==> src/rtl/sys_trap_ctrl_pkg.sv <==
// Shared constants for the machine-mode system unit: CSR map, trap causes, mstatus fields, FSM states.
// Latency: n/a (declarations only).
// Backpressure: n/a.
package sys_trap_ctrl_pkg;

    localparam logic [11:0] CSR_MSTATUS  = 12'h300;
    localparam logic [11:0] CSR_MTVEC    = 12'h305;
    localparam logic [11:0] CSR_MSCRATCH = 12'h340;
    localparam logic [11:0] CSR_MEPC     = 12'h341;
    localparam logic [11:0] CSR_MCAUSE   = 12'h342;

    localparam int unsigned MCAUSE_ILLEGAL_INSN = 2;
    localparam int unsigned MCAUSE_ECALL_M      = 11;

    localparam int MSTATUS_MIE    = 3;
    localparam int MSTATUS_MPIE   = 7;
    localparam int MSTATUS_MPP_LO = 11;
    localparam int MSTATUS_MPP_HI = 12;

    typedef enum logic [2:0] {
        ST_IDLE,
        ST_CSR,
        ST_T_EPC,
        ST_T_CAUSE,
        ST_T_STAT,
        ST_M_RET
    } state_t;

    function automatic logic csr_known(input logic [11:0] addr);
        return addr inside {CSR_MSTATUS, CSR_MTVEC, CSR_MSCRATCH, CSR_MEPC, CSR_MCAUSE};
    endfunction

    // func3 000 and 100 are the only encodings with no read-modify-write variant
    function automatic logic f3_legal(input logic [2:0] func3);
        return func3[1:0] != 2'b00;
    endfunction

endpackage

==> src/rtl/sys_trap_ctrl_if.sv <==
// Request/response bundle between decode, the system unit, WBU, IFU and the sim harness.
// Latency: n/a (wiring only).
// Backpressure: req_vld/req_rdy handshake on the request side; responses are unthrottled pulses.
interface sys_trap_ctrl_if #(parameter int XLEN = 64);
    logic            req_vld;
    logic            req_rdy;
    logic            op_csr;
    logic            op_ecall;
    logic            op_ebreak;
    logic            op_mret;
    logic [2:0]      func3;
    logic [11:0]     csr_addr;
    logic [4:0]      rs1_id;
    logic [XLEN-1:0] src1;
    logic [XLEN-1:0] pc;
    logic [4:0]      dst_id;
    logic            dst_vld;
    logic            wb_vld;
    logic [4:0]      wb_addr;
    logic [XLEN-1:0] wb_data;
    logic            redirect_vld;
    logic [XLEN-1:0] redirect_pc;
    logic            ebreak_vld;

    modport master (
        output req_vld, op_csr, op_ecall, op_ebreak, op_mret, func3, csr_addr,
               rs1_id, src1, pc, dst_id, dst_vld,
        input  req_rdy, wb_vld, wb_addr, wb_data, redirect_vld, redirect_pc, ebreak_vld
    );

    modport slave (
        input  req_vld, op_csr, op_ecall, op_ebreak, op_mret, func3, csr_addr,
               rs1_id, src1, pc, dst_id, dst_vld,
        output req_rdy, wb_vld, wb_addr, wb_data, redirect_vld, redirect_pc, ebreak_vld
    );
endinterface

==> src/rtl/sys_trap_ctrl_csr_regfile.sv <==
// M-mode CSR storage with address decode, one write port, an op read port and a vector read port.
// Latency: reads combinational, writes take effect on the next clk edge.
// Backpressure: none; writes to unknown addresses are dropped and such reads return 0.
module sys_trap_ctrl_csr_regfile
    import sys_trap_ctrl_pkg::*;
#(
    parameter int              XLEN        = 64,
    parameter logic [XLEN-1:0] MSTATUS_RST = XLEN'(64'ha00001800),
    parameter logic [XLEN-1:0] MTVEC_RST   = '0
) (
    input  logic            clk,
    input  logic            rst_n,
    input  logic            we,
    input  logic [11:0]     waddr,
    input  logic [XLEN-1:0] wdata,
    input  logic [11:0]     rd_addr,
    output logic [XLEN-1:0] rd_data,
    input  logic            vec_sel,
    output logic [XLEN-1:0] vec_data
);

    logic [XLEN-1:0] mstatus_q, mtvec_q, mscratch_q, mepc_q, mcause_q;

    always_ff @(posedge clk) begin
        if (!rst_n) begin
            mstatus_q  <= MSTATUS_RST;
            mtvec_q    <= MTVEC_RST;
            mscratch_q <= '0;
            mepc_q     <= '0;
            mcause_q   <= '0;
        end else if (we) begin
            case (waddr)
                CSR_MSTATUS:  mstatus_q  <= wdata;
                CSR_MTVEC:    mtvec_q    <= wdata;
                CSR_MSCRATCH: mscratch_q <= wdata;
                CSR_MEPC:     mepc_q     <= wdata;
                CSR_MCAUSE:   mcause_q   <= wdata;
                default: ;
            endcase
        end
    end

    always_comb begin
        rd_data = '0;
        case (rd_addr)
            CSR_MSTATUS:  rd_data = mstatus_q;
            CSR_MTVEC:    rd_data = mtvec_q;
            CSR_MSCRATCH: rd_data = mscratch_q;
            CSR_MEPC:     rd_data = mepc_q;
            CSR_MCAUSE:   rd_data = mcause_q;
            default: ;
        endcase
    end

    assign vec_data = vec_sel ? mepc_q : mtvec_q;

endmodule

==> src/rtl/sys_trap_ctrl.sv <==
// Machine-mode system unit: Zicsr ops, ecall/ebreak/mret, trap sequencing and PC redirect. Option: SYS_TRAP_ILLEGAL_EN.
// Latency: csr wb 1 cycle after accept, ecall redirect 3 cycles, mret redirect 1 cycle, ebreak pulse 1 cycle.
// Backpressure: req_rdy is high only in IDLE; wb/redirect/ebreak outputs are single-cycle pulses.
module sys_trap_ctrl
    import sys_trap_ctrl_pkg::*;
#(
    parameter int              XLEN        = 64,
    parameter logic [XLEN-1:0] MSTATUS_RST = XLEN'(64'ha00001800),
    parameter logic [XLEN-1:0] MTVEC_RST   = '0
) (
    input logic          clk,
    input logic          rst_n,
    sys_trap_ctrl_if.slave bus
);

    state_t state_q, state_d;

    logic            accept;
    logic            is_ecall, is_mret, is_ebreak, is_csr, csr_illegal;
    logic [2:0]      func3_q;
    logic [11:0]     csr_addr_q;
    logic [4:0]      rs1_q, dst_id_q;
    logic [XLEN-1:0] src1_q, pc_q;
    logic            dst_vld_q, illegal_q, ebreak_q;

    logic            rf_we, vec_sel;
    logic [11:0]     rf_waddr, rd_addr;
    logic [XLEN-1:0] rf_wdata, rd_data, vec_data, opnd;
    logic            wb_vld, redirect_vld;
    logic [4:0]      wb_addr;
    logic [XLEN-1:0] wb_data, redirect_pc;

    assign accept    = bus.req_vld & bus.req_rdy;
    assign is_ecall  = bus.op_ecall;
    assign is_mret   = ~bus.op_ecall & bus.op_mret;
    assign is_ebreak = ~bus.op_ecall & ~bus.op_mret & bus.op_ebreak;
    assign is_csr    = ~bus.op_ecall & ~bus.op_mret & ~bus.op_ebreak & bus.op_csr;

`ifdef SYS_TRAP_ILLEGAL_EN
    assign csr_illegal = is_csr & (~csr_known(bus.csr_addr) | ~f3_legal(bus.func3));
`else
    assign csr_illegal = 1'b0;
`endif

    always_ff @(posedge clk) begin
        if (!rst_n) begin
            state_q    <= ST_IDLE;
            func3_q    <= '0;
            csr_addr_q <= '0;
            rs1_q      <= '0;
            src1_q     <= '0;
            pc_q       <= '0;
            dst_id_q   <= '0;
            dst_vld_q  <= 1'b0;
            illegal_q  <= 1'b0;
            ebreak_q   <= 1'b0;
        end else begin
            state_q  <= state_d;
            ebreak_q <= accept & is_ebreak;
            if (accept) begin
                func3_q    <= bus.func3;
                csr_addr_q <= bus.csr_addr;
                rs1_q      <= bus.rs1_id;
                src1_q     <= bus.src1;
                pc_q       <= bus.pc;
                dst_id_q   <= bus.dst_id;
                dst_vld_q  <= bus.dst_vld;
                illegal_q  <= csr_illegal;
            end
        end
    end

    always_comb begin
        state_d = state_q;
        unique case (state_q)
            ST_IDLE: begin
                if (accept) begin
                    if (is_ecall || csr_illegal) state_d = ST_T_EPC;
                    else if (is_mret)            state_d = ST_M_RET;
                    else if (is_csr)             state_d = ST_CSR;
                end
            end
            ST_T_EPC:   state_d = ST_T_CAUSE;
            ST_T_CAUSE: state_d = ST_T_STAT;
            ST_CSR, ST_T_STAT, ST_M_RET: state_d = ST_IDLE;
            default:    state_d = ST_IDLE;
        endcase
    end

    assign opnd = func3_q[2] ? {{(XLEN-5){1'b0}}, rs1_q} : src1_q;

    always_comb begin
        rf_we        = 1'b0;
        rf_waddr     = csr_addr_q;
        rf_wdata     = '0;
        rd_addr      = csr_addr_q;
        vec_sel      = 1'b0;
        wb_vld       = 1'b0;
        wb_addr      = '0;
        wb_data      = '0;
        redirect_vld = 1'b0;
        redirect_pc  = '0;
        case (state_q)
            ST_CSR: begin
                // set/clear with rs1=x0 (or zimm=0) is a pure read
                case (func3_q[1:0])
                    2'b01: begin rf_wdata = opnd;            rf_we = 1'b1;           end
                    2'b10: begin rf_wdata = rd_data | opnd;  rf_we = (rs1_q != '0);  end
                    2'b11: begin rf_wdata = rd_data & ~opnd; rf_we = (rs1_q != '0);  end
                    default: ;
                endcase
                if (f3_legal(func3_q) && dst_vld_q && (dst_id_q != '0)) begin
                    wb_vld  = 1'b1;
                    wb_addr = dst_id_q;
                    wb_data = rd_data;
                end
            end
            ST_T_EPC: begin
                rf_we    = 1'b1;
                rf_waddr = CSR_MEPC;
                rf_wdata = pc_q;
            end
            ST_T_CAUSE: begin
                rf_we    = 1'b1;
                rf_waddr = CSR_MCAUSE;
                rf_wdata = illegal_q ? XLEN'(MCAUSE_ILLEGAL_INSN) : XLEN'(MCAUSE_ECALL_M);
            end
            ST_T_STAT: begin
                rd_addr  = CSR_MSTATUS;
                rf_we    = 1'b1;
                rf_waddr = CSR_MSTATUS;
                rf_wdata = rd_data;
                rf_wdata[MSTATUS_MPIE] = rd_data[MSTATUS_MIE];
                rf_wdata[MSTATUS_MIE]  = 1'b0;
                rf_wdata[MSTATUS_MPP_HI:MSTATUS_MPP_LO] = 2'b11;
                redirect_vld = 1'b1;
                redirect_pc  = {vec_data[XLEN-1:2], 2'b00};
            end
            ST_M_RET: begin
                rd_addr  = CSR_MSTATUS;
                rf_we    = 1'b1;
                rf_waddr = CSR_MSTATUS;
                rf_wdata = rd_data;
                rf_wdata[MSTATUS_MIE]  = rd_data[MSTATUS_MPIE];
                rf_wdata[MSTATUS_MPIE] = 1'b1;
                rf_wdata[MSTATUS_MPP_HI:MSTATUS_MPP_LO] = 2'b11;
                vec_sel      = 1'b1;
                redirect_vld = 1'b1;
                redirect_pc  = vec_data;
            end
            default: ;
        endcase
    end

    sys_trap_ctrl_csr_regfile #(
        .XLEN        (XLEN),
        .MSTATUS_RST (MSTATUS_RST),
        .MTVEC_RST   (MTVEC_RST)
    ) u_csr_regfile (
        .clk      (clk),
        .rst_n    (rst_n),
        .we       (rf_we),
        .waddr    (rf_waddr),
        .wdata    (rf_wdata),
        .rd_addr  (rd_addr),
        .rd_data  (rd_data),
        .vec_sel  (vec_sel),
        .vec_data (vec_data)
    );

    assign bus.req_rdy      = (state_q == ST_IDLE);
    assign bus.wb_vld       = wb_vld;
    assign bus.wb_addr      = wb_addr;
    assign bus.wb_data      = wb_data;
    assign bus.redirect_vld = redirect_vld;
    assign bus.redirect_pc  = redirect_pc;
    assign bus.ebreak_vld   = ebreak_q;

endmodule

==> src/flat_wrapper.sv <==
// flat-port wrapper written by rule: the top's interface ports become plain ports
module sys_trap_ctrl_flat import sys_trap_ctrl_pkg::*;
#(
    parameter int              XLEN        = 64,
    parameter logic [XLEN-1:0] MSTATUS_RST = XLEN'(64'ha00001800),
    parameter logic [XLEN-1:0] MTVEC_RST   = '0
)
  (clk, rst_n, bus_req_vld, bus_op_csr, bus_op_ecall, bus_op_ebreak, bus_op_mret, bus_func3, bus_csr_addr, bus_rs1_id, bus_src1, bus_pc, bus_dst_id, bus_dst_vld, bus_req_rdy, bus_wb_vld, bus_wb_addr, bus_wb_data, bus_redirect_vld, bus_redirect_pc, bus_ebreak_vld);
  sys_trap_ctrl_if #(.XLEN(XLEN)) bus_i ();
  input logic clk;
  input logic rst_n;
  input wire logic [$bits(bus_i.req_vld)-1:0] bus_req_vld;
  input wire logic [$bits(bus_i.op_csr)-1:0] bus_op_csr;
  input wire logic [$bits(bus_i.op_ecall)-1:0] bus_op_ecall;
  input wire logic [$bits(bus_i.op_ebreak)-1:0] bus_op_ebreak;
  input wire logic [$bits(bus_i.op_mret)-1:0] bus_op_mret;
  input wire logic [$bits(bus_i.func3)-1:0] bus_func3;
  input wire logic [$bits(bus_i.csr_addr)-1:0] bus_csr_addr;
  input wire logic [$bits(bus_i.rs1_id)-1:0] bus_rs1_id;
  input wire logic [$bits(bus_i.src1)-1:0] bus_src1;
  input wire logic [$bits(bus_i.pc)-1:0] bus_pc;
  input wire logic [$bits(bus_i.dst_id)-1:0] bus_dst_id;
  input wire logic [$bits(bus_i.dst_vld)-1:0] bus_dst_vld;
  output wire logic [$bits(bus_i.req_rdy)-1:0] bus_req_rdy;
  output wire logic [$bits(bus_i.wb_vld)-1:0] bus_wb_vld;
  output wire logic [$bits(bus_i.wb_addr)-1:0] bus_wb_addr;
  output wire logic [$bits(bus_i.wb_data)-1:0] bus_wb_data;
  output wire logic [$bits(bus_i.redirect_vld)-1:0] bus_redirect_vld;
  output wire logic [$bits(bus_i.redirect_pc)-1:0] bus_redirect_pc;
  output wire logic [$bits(bus_i.ebreak_vld)-1:0] bus_ebreak_vld;
  assign bus_i.req_vld = bus_req_vld;
  assign bus_i.op_csr = bus_op_csr;
  assign bus_i.op_ecall = bus_op_ecall;
  assign bus_i.op_ebreak = bus_op_ebreak;
  assign bus_i.op_mret = bus_op_mret;
  assign bus_i.func3 = bus_func3;
  assign bus_i.csr_addr = bus_csr_addr;
  assign bus_i.rs1_id = bus_rs1_id;
  assign bus_i.src1 = bus_src1;
  assign bus_i.pc = bus_pc;
  assign bus_i.dst_id = bus_dst_id;
  assign bus_i.dst_vld = bus_dst_vld;
  assign bus_req_rdy = bus_i.req_rdy;
  assign bus_wb_vld = bus_i.wb_vld;
  assign bus_wb_addr = bus_i.wb_addr;
  assign bus_wb_data = bus_i.wb_data;
  assign bus_redirect_vld = bus_i.redirect_vld;
  assign bus_redirect_pc = bus_i.redirect_pc;
  assign bus_ebreak_vld = bus_i.ebreak_vld;
  sys_trap_ctrl #(.XLEN(XLEN), .MSTATUS_RST(MSTATUS_RST), .MTVEC_RST(MTVEC_RST)) u_core (.clk(clk), .rst_n(rst_n), .bus(bus_i));
endmodule
==> config.mk <==
export PLATFORM = sky130hd
export DESIGN_NAME = sys_trap_ctrl_flat
export DESIGN_NICKNAME = d
export VERILOG_FILES = /design/src/rtl/sys_trap_ctrl_pkg.sv /design/src/rtl/sys_trap_ctrl_if.sv /design/src/rtl/sys_trap_ctrl_csr_regfile.sv /design/src/rtl/sys_trap_ctrl.sv /design/src/flat_wrapper.sv
export SDC_FILE = /design/constraint.sdc
export NUM_CORES = 1
export LEC_CHECK = 0
export BUFFER_PORTS_ARGS = -buffer_cell sky130_fd_sc_hd__buf_4
export CORE_ASPECT_RATIO = 0.9
export CORE_MARGIN = 2
export CORE_UTILIZATION = 49
export DETAILED_ROUTE_END_ITERATION = 10
export PLACE_DENSITY = 0.74
export SYNTH_ARGS = -nofsm -noshare
export SYNTH_HDL_FRONTEND = slang
export SYNTH_SLANG_ARGS = --single-unit
==> constraint.sdc <==
create_clock -name clk -period 2.9 [get_ports clk]
set_input_delay 0.725 -clock clk [delete_from_list [all_inputs] [get_ports clk]]
set_output_delay 0.725 -clock clk [all_outputs]
set_load 0.03 [all_outputs]
### Word level (Yosys, flattened, before mapping)

Cells that the tools add are included.

* flip-flop bits (word level): 478
* output and inout port bits: 137
* word-level logic and storage cells: 85

* eq/ne operators: 20
* mux-type cells: 23
* bitwise logic cells: 13
* reductions and logical operators: 15

Operators with widths (count)
* one-hot mux 64 bit (5 select lines): 2
* two-way mux 64 bit: 4
* one-hot mux 64 bit (3 select lines): 1
* one-hot mux 64 bit (2 select lines): 1
* == test 12 x 10 -> 1 bit, second input constant: 10
* bitwise AND 64 bit: 1
* inverter 64 bit: 1
* bitwise OR 64 bit: 1
* one-hot mux 12 bit (3 select lines): 1
* two-way mux 12 bit: 1
* two-way mux 3 bit: 4
* AND reduction 2 bit: 6
* two-way mux 5 bit: 2
* nonzero test 5 bit: 2
* one-hot mux 3 bit (3 select lines): 1
* bitwise AND 1 bit: 7
* == test 3 x 2 -> 1 bit, second input constant: 2
* == test 3 bit, second input constant: 2
* == test 2 bit, second input constant: 2
* two-way mux 1 bit: 4
* inequality test 4 bit, second input constant: 1
* one-hot mux 1 bit (2 select lines): 2
* OR reduction 2 bit: 2
* OR reduction 4 bit: 1
* 7 further kinds: 10

### Logic depth before layout (Yosys ltp)

* word-level depth: 9
* depth in mapped cells: 10
* mapped depth without buffers: 7

### Hierarchy

From an unflattened synthesis, not the netlist that was laid out.

* cells, all modules: 2887
* area total of the unflattened synthesis: 24795.0 um^2

By module, submodules not included
* sys_trap_ctrl_csr_regfile: times used 1, cells each 1587, area an instance 15214.6 um^2, seq. area each 6406.1 um^2
* sys_trap_ctrl: times used 1, cells each 1300, area an instance 9580.4 um^2, seq. area each 3163.0 um^2

### Worst setup path after synthesis

OpenSTA, ideal clock, no wires.

* kind: register to output
* start: register u_core.csr_addr_q[0]
* end: output bus_wb_data[18]
* arrival time: 2.291 ns
* path slack: -0.116 ns
* cell stages (with the launch flop): 7
* path through: dfxtp_1 -> clkbuf_1 -> or4b_1 -> nor4_4 -> buf_6 -> a22oi_1 -> a21oi_1

* longest elaborated chain between the ends: 5
* elaborated cells on any way between the ends: 9
* those cells by class: eq/ne: 5; mux: 4

Ends and longest elaborated chain
* start, declared: line sys_trap_ctrl.sv:21 `logic [11:0] csr_addr_q;`
* start signal, assigned: line sys_trap_ctrl.sv:62 `csr_addr_q <= bus.csr_addr;`
* two-way mux 12 bit *: line sys_trap_ctrl.sv:103 `case (state_q)`
* == test 12 x 10 -> 1 bit: line sys_trap_ctrl_csr_regfile.sv:45 `case (rd_addr)`
* one-hot mux 64 bit (5 select lines) *: line sys_trap_ctrl_csr_regfile.sv:45
* two-way mux 64 bit *: line sys_trap_ctrl.sv:112 `if (f3_legal(func3_q) && dst_vld_q && (dst_id_q != '0)) begin`
* two-way mux 64 bit *: line sys_trap_ctrl.sv:103
* end, declared: line flat_wrapper.sv:27 `output wire logic [$bits(bus_i.wb_data)-1:0] bus_wb_data;`

Mark *: on every way between the ends. The rest lies on a longest branch, timed or not.

### Worst setup path in the final report

* start: register u_core.csr_addr_q[5]
* end: output bus_wb_data[52]

Same word-level chain as after synthesis.

==> metrics.txt <==
# TYPE chip_impl_metric gauge
chip_impl_metric{name="globalRoute.totalOverflow",unit=""} 0
chip_impl_info{name="synthDominantAreaCellType",value="sky130_fd_sc_hd__dfxtp_1"} 1
chip_impl_metric{name="synth_area",unit="um2"} 21700
chip_impl_metric{name="finalSetupTns",unit="ps"} -38140
chip_impl_metric{name="synth-seq-cells",unit=""} 478
chip_impl_metric{name="clk_latency",unit="ps"} 600
chip_impl_metric{name="routed_via_count",unit=""} 22285
chip_impl_metric{name="grt_antenna_before_repair",unit=""} 0
chip_impl_metric{name="report.final.slew_viol_count",unit=""} 0
chip_impl_metric{name="dp.final_hpwl",unit="um"} 49100
chip_impl_metric{name="ys_warn_count",unit=""} 0
chip_impl_metric{name="worst-r2r-cell-count",unit=""} 22
chip_impl_metric{name="worst-endpoint-arrival",unit="ps"} 2830
chip_impl_metric{name="global_route.usage.met1",unit=""} 0.422
chip_impl_metric{name="cts_buf_count",unit=""} 49
chip_impl_metric{name="post_route_cell_area",unit="um2"} 28300
chip_impl_metric{name="cap_violations",unit=""} 0
chip_impl_metric{name="areaGrowthSynthToFinish",unit="%"} 30.6
chip_impl_metric{name="timing.clock.skew",unit="ps"} 29.0
chip_impl_metric{name="area_after_detailed_placement",unit="um2"} 25400
chip_impl_metric{name="total_leakage_power",unit="nW"} 10.4
chip_impl_metric{name="grt_first_pass_wirelength",unit="um"} 119000
chip_impl_metric{name="synth.mux.area_fraction",unit=""} 0.0416
chip_impl_info{name="grt_setup_unrepaired",value="true"} 1
chip_impl_metric{name="finalCritPeriodShare",unit=""} 1.22
chip_impl_info{name="r2r_start",value="u_core.state_q[1]$_SDFFE_PN0P_"} 1
chip_impl_metric{name="fin_total_pwr",unit="mW"} 15.6
chip_impl_metric{name="drc_markers",unit=""} 0
chip_impl_info{name="globalRoute.busiestLayer",value="met2"} 1
chip_impl_metric{name="die_y",unit="um"} 203
chip_impl_metric{name="grtUsageMet2",unit=""} 0.539
chip_impl_metric{name="setup_violations",unit=""} 71
chip_impl_info{name="cts.root.buffer_cell",value="sky130_fd_sc_hd__clkbuf_16"} 1
chip_impl_metric{name="synth.net_count",unit=""} 2845
chip_impl_info{name="synthFlopType",value="sky130_fd_sc_hd__dfxtp_1"} 1
chip_impl_metric{name="drtAntennaViolNets",unit=""} 0
chip_impl_info{name="r2r_end",value="u_core.u_csr_regfile.mtvec_q[32]$_SDFFE_PN0P_"} 1
chip_impl_metric{name="drt-initial-drc-count",unit=""} 2668
chip_impl_metric{name="multi_input_comb_area",unit="um2"} 11700
chip_impl_info{name="holdCritPathClass",value="in2reg"} 1
chip_impl_metric{name="nets",unit=""} 3129
chip_impl_metric{name="clk_path_buf_depth",unit=""} 3
chip_impl_metric{name="period_minus_slack",unit="ps"} 3550
chip_impl_metric{name="final_layout_size_suffix_gt1_frac",unit=""} 0.237
chip_impl_metric{name="crit_fanout",unit=""} 8
chip_impl_info{name="end_kind",value="output port"} 1
chip_impl_info{name="violations",value="negative setup slack"} 1
chip_impl_metric{name="regArea",unit="um2"} 9590
chip_impl_metric{name="die_w",unit="um"} 226
chip_impl_metric{name="vias_per_cell",unit=""} 6.18
chip_impl_metric{name="synth-edff-count",unit=""} 0
chip_impl_metric{name="routed_wire_length_per_instance",unit="um"} 22.0
chip_impl_metric{name="fin_worst_hold_slack",unit="ps"} 317
chip_impl_metric{name="ir_worst_vdd",unit="mV"} 0.441
chip_impl_metric{name="timing.critical_path.required",unit="ps"} 2170
chip_impl_metric{name="relSlewSlack",unit=""} 0.194
chip_impl_metric{name="total_die_area",unit="um2"} 45900
chip_impl_metric{name="synth_compound_area_frac",unit=""} 0.322
chip_impl_info{name="cts_tree",value="yes"} 1
chip_impl_metric{name="fmax",unit="MHz"} 281
chip_impl_metric{name="post_synth_fa_ha_maj_area_fraction",unit=""} 0
chip_impl_metric{name="globalplace.congestion",unit=""} 0.931
chip_impl_metric{name="synth_simple_gate_area_share",unit=""} 0.144
chip_impl_info{name="worstHoldStart",value="bus_op_mret"} 1
chip_impl_metric{name="crit_path_setup_slack_layout",unit="ps"} -652
chip_impl_metric{name="mean_post_synth_cell_area",unit="um2"} 8.07
chip_impl_info{name="whs_endpoint",value="u_core.bus.ebreak_vld$_SDFF_PN0_"} 1
chip_impl_metric{name="async_reset_ff_frac",unit=""} 0
chip_impl_metric{name="global_route_usage_over_all_layers",unit=""} 0.331
chip_impl_metric{name="cts_hold_buffers",unit=""} 0
chip_impl_metric{name="placed_cells_incl_taps",unit=""} 3461
chip_impl_metric{name="grt_pass1_vias",unit=""} 21417
chip_impl_metric{name="synthesized_area_fraction_occupied_by_xor_and_xnor_cells",unit=""} 0.00162
chip_impl_metric{name="clk_transition_reported_paths",unit="ps"} 60
chip_impl_metric{name="timing_worst_slew_pin_value",unit="ps"} 1210
chip_impl_metric{name="i_o_buffers",unit=""} 297
chip_impl_metric{name="yosysUniqueCellTypes",unit=""} 69
chip_impl_metric{name="rrSetupSlack",unit="ps"} -430
chip_impl_info{name="cp_class",value="reg2out"} 1
chip_impl_metric{name="met3_usage",unit=""} 0.0611
chip_impl_metric{name="yosysTopAreaCellShare",unit=""} 0.442
chip_impl_metric{name="utilization",unit=""} 0.644
chip_impl_metric{name="hold_path_depth",unit=""} 2
chip_impl_metric{name="preCtsSetupSlack",unit="ps"} -41.7
chip_impl_metric{name="grt_max_degree",unit=""} 130
chip_impl_info{name="yosys-top-cells-area",value="sky130_fd_sc_hd__dfxtp_1 (44%), sky130_fd_sc_hd__a21oi_1 (8.5%), sky130_fd_sc_hd__o21ai_0 (7.0%)"} 1
chip_impl_metric{name="synth.yosys.seq_area_share",unit=""} 0.442
chip_impl_metric{name="finalHoldViolations",unit=""} 0
chip_impl_metric{name="final-instance-count-excl-fill",unit=""} 3606
chip_impl_metric{name="coreArea",unit="um2"} 43900
chip_impl_metric{name="initial_utilization",unit=""} 0.493
chip_impl_metric{name="design.portCount",unit=""} 298
chip_impl_metric{name="first_pass_iters",unit=""} 7
chip_impl_metric{name="power.density",unit="nW/um2"} 551
chip_impl_metric{name="nFillCells",unit=""} 3692
chip_impl_info{name="largest_family_of_logic_cells_by_synthesized_area",value="compound AO/OA/AOI/OAI gates"} 1
chip_impl_metric{name="htreeDepth",unit=""} 2
chip_impl_metric{name="cts_sinks",unit=""} 478
chip_impl_metric{name="synthCells",unit=""} 2684
chip_impl_info{name="worstSetupStartpointType",value="flop"} 1
chip_impl_metric{name="diodes",unit=""} 0
chip_impl_metric{name="std_cell_rows",unit=""} 73
chip_impl_info{name="run_status",value="finished with violations"} 1
chip_impl_metric{name="post_detailed_routing_wire_length",unit="um"} 79200
[cells in the mapped netlist, types with 10 or more instances]
cell type	instances
sky130_fd_sc_hd__dfxtp_1	478
sky130_fd_sc_hd__nand2_1	400
sky130_fd_sc_hd__a21oi_1	370
sky130_fd_sc_hd__o21ai_0	301
sky130_fd_sc_hd__clkbuf_1	188
sky130_fd_sc_hd__nor2_1	187
sky130_fd_sc_hd__a21boi_0	154
sky130_fd_sc_hd__a22oi_1	98
sky130_fd_sc_hd__mux2i_1	90
sky130_fd_sc_hd__a222oi_1	57
sky130_fd_sc_hd__o21ai_1	48
sky130_fd_sc_hd__a21o_1	41
sky130_fd_sc_hd__buf_2	39
sky130_fd_sc_hd__nand3_1	26
sky130_fd_sc_hd__nor2b_1	22
sky130_fd_sc_hd__o2bb2ai_1	17
sky130_fd_sc_hd__a21boi_1	14
sky130_fd_sc_hd__buf_1	12
sky130_fd_sc_hd__nand3b_1	10
[timing repair]
item                                    CTS  global route
cloned                                    4             2
endpoints found under the setup margin   96           101
gates resized for setup                  84            91
buffers inserted                         30            22
pin swaps                                45            51
[report_power, final]
group          switching, mW  internal (mW)  leakage [nW]  total (mW)
logic                   1.16          0.738          5.70        1.90
clock network           2.74           3.78         0.803        6.52
registers              0.255           6.89          3.89        7.15
total                   4.15           11.4          10.4        15.6
[area by class of cell]
cell class | instances | share of cell area
Sequential cell | 478 | 0.339
Tap cell | 600 | 0.0265
Clock inverter | 15 | 0.00668
Multi-Input combinational cell | 1951 | 0.413
Inverter | 5 | 0.00124
Clock buffer | 74 | 0.0510
Timing Repair Buffer | 483 | 0.162
[metal layers]
layer	vias up	part of all wire
met5	-	0
met4	0	0.044
met3	234	0.085
met2	1218	0.46
met1	10649	0.41
li1	10184	-
[cells by family (layout without fill, tap and decap cells)]
logic type	count (synthesis)	in the layout
XOR/XNOR	4	4
AO/OA/AOI/OAI	1144	1144
flip-flops	478	478
buffers and inverters	255	577
AND/OR/NAND/NOR	713	713
multiplexers	90	90
[placed cells by master (no fill, tap or decap), types with 14 or more instances in the layout]
master | netlist | routed
sky130_fd_sc_hd__mux2i_1 | 90 | 90
sky130_fd_sc_hd__nor2b_1 | 22 | 22
sky130_fd_sc_hd__nor2_1 | 187 | 182
sky130_fd_sc_hd__a21boi_1 | 14 | 14
sky130_fd_sc_hd__o2bb2ai_1 | 17 | 17
sky130_fd_sc_hd__clkbuf_1 | 188 | 14
sky130_fd_sc_hd__o21ai_0 | 301 | 300
sky130_fd_sc_hd__a21o_1 | 41 | 41
sky130_fd_sc_hd__buf_4 | 6 | 357
sky130_fd_sc_hd__buf_12 | 0 | 44
sky130_fd_sc_hd__a222oi_1 | 57 | 57
sky130_fd_sc_hd__a21boi_0 | 154 | 154
sky130_fd_sc_hd__o21ai_1 | 48 | 49
sky130_fd_sc_hd__clkbuf_16 | 0 | 52
sky130_fd_sc_hd__a21oi_1 | 370 | 314
sky130_fd_sc_hd__nand2_1 | 400 | 396
sky130_fd_sc_hd__a22oi_2 | 1 | 37
sky130_fd_sc_hd__nand3_1 | 26 | 25
sky130_fd_sc_hd__a21oi_2 | 0 | 55
sky130_fd_sc_hd__buf_6 | 4 | 71
sky130_fd_sc_hd__a22oi_1 | 98 | 62
sky130_fd_sc_hd__dfxtp_1 | 478 | 470
[worst max-delay path, cell delays in order, from the launching register on]
cell and delay, ps:
sky130_fd_sc_hd__dfxtp_2 340, sky130_fd_sc_hd__or4b_4 560, sky130_fd_sc_hd__buf_12 170, sky130_fd_sc_hd__buf_12 140, sky130_fd_sc_hd__nor3_4 190, sky130_fd_sc_hd__buf_6 150
sky130_fd_sc_hd__buf_8 130, sky130_fd_sc_hd__a222oi_1 120, sky130_fd_sc_hd__nor2_1 220, sky130_fd_sc_hd__buf_4 200
[state kept, by name, summed over array words and instances (netlist names)]
signal / cells
u_core.dst_vld_q: 1
u_core.rs1_q: 5
u_core.state_q: 3
u_core.u_csr_regfile.mscratch_q: 64
u_core.u_csr_regfile.mstatus_q: 64
u_core.u_csr_regfile.mtvec_q: 64
u_core.bus.ebreak_vld: 1
u_core.u_csr_regfile.mcause_q: 64
u_core.pc_q: 64
u_core.u_csr_regfile.mepc_q: 64
u_core.csr_addr_q: 12
u_core.dst_id_q: 5
u_core.src1_q: 64
u_core.func3_q: 3
[worst max-delay path by stage]
stage	startpoint	end	slack, ps	cells past startpoint
after detailed placement	u_core.csr_addr_q[4]$_SDFFE_PN0P_	bus_wb_data[39]	-40	8
final	u_core.csr_addr_q[5]$_SDFFE_PN0P_	bus_wb_data[52]	-650	9
after global routing	u_core.csr_addr_q[5]$_SDFFE_PN0P_	bus_wb_data[41]	-710	9
after global placement	u_core.csr_addr_q[4]$_SDFFE_PN0P_	bus_wb_data[4]	-20	8
after floorplan	u_core.csr_addr_q[0]$_SDFFE_PN0P_	bus_wb_data[33]	10	7
after CTS	u_core.csr_addr_q[4]$_SDFFE_PN0P_	bus_wb_data[41]	-630	9
Note: power is estimated with default switching activity, not from simulation.
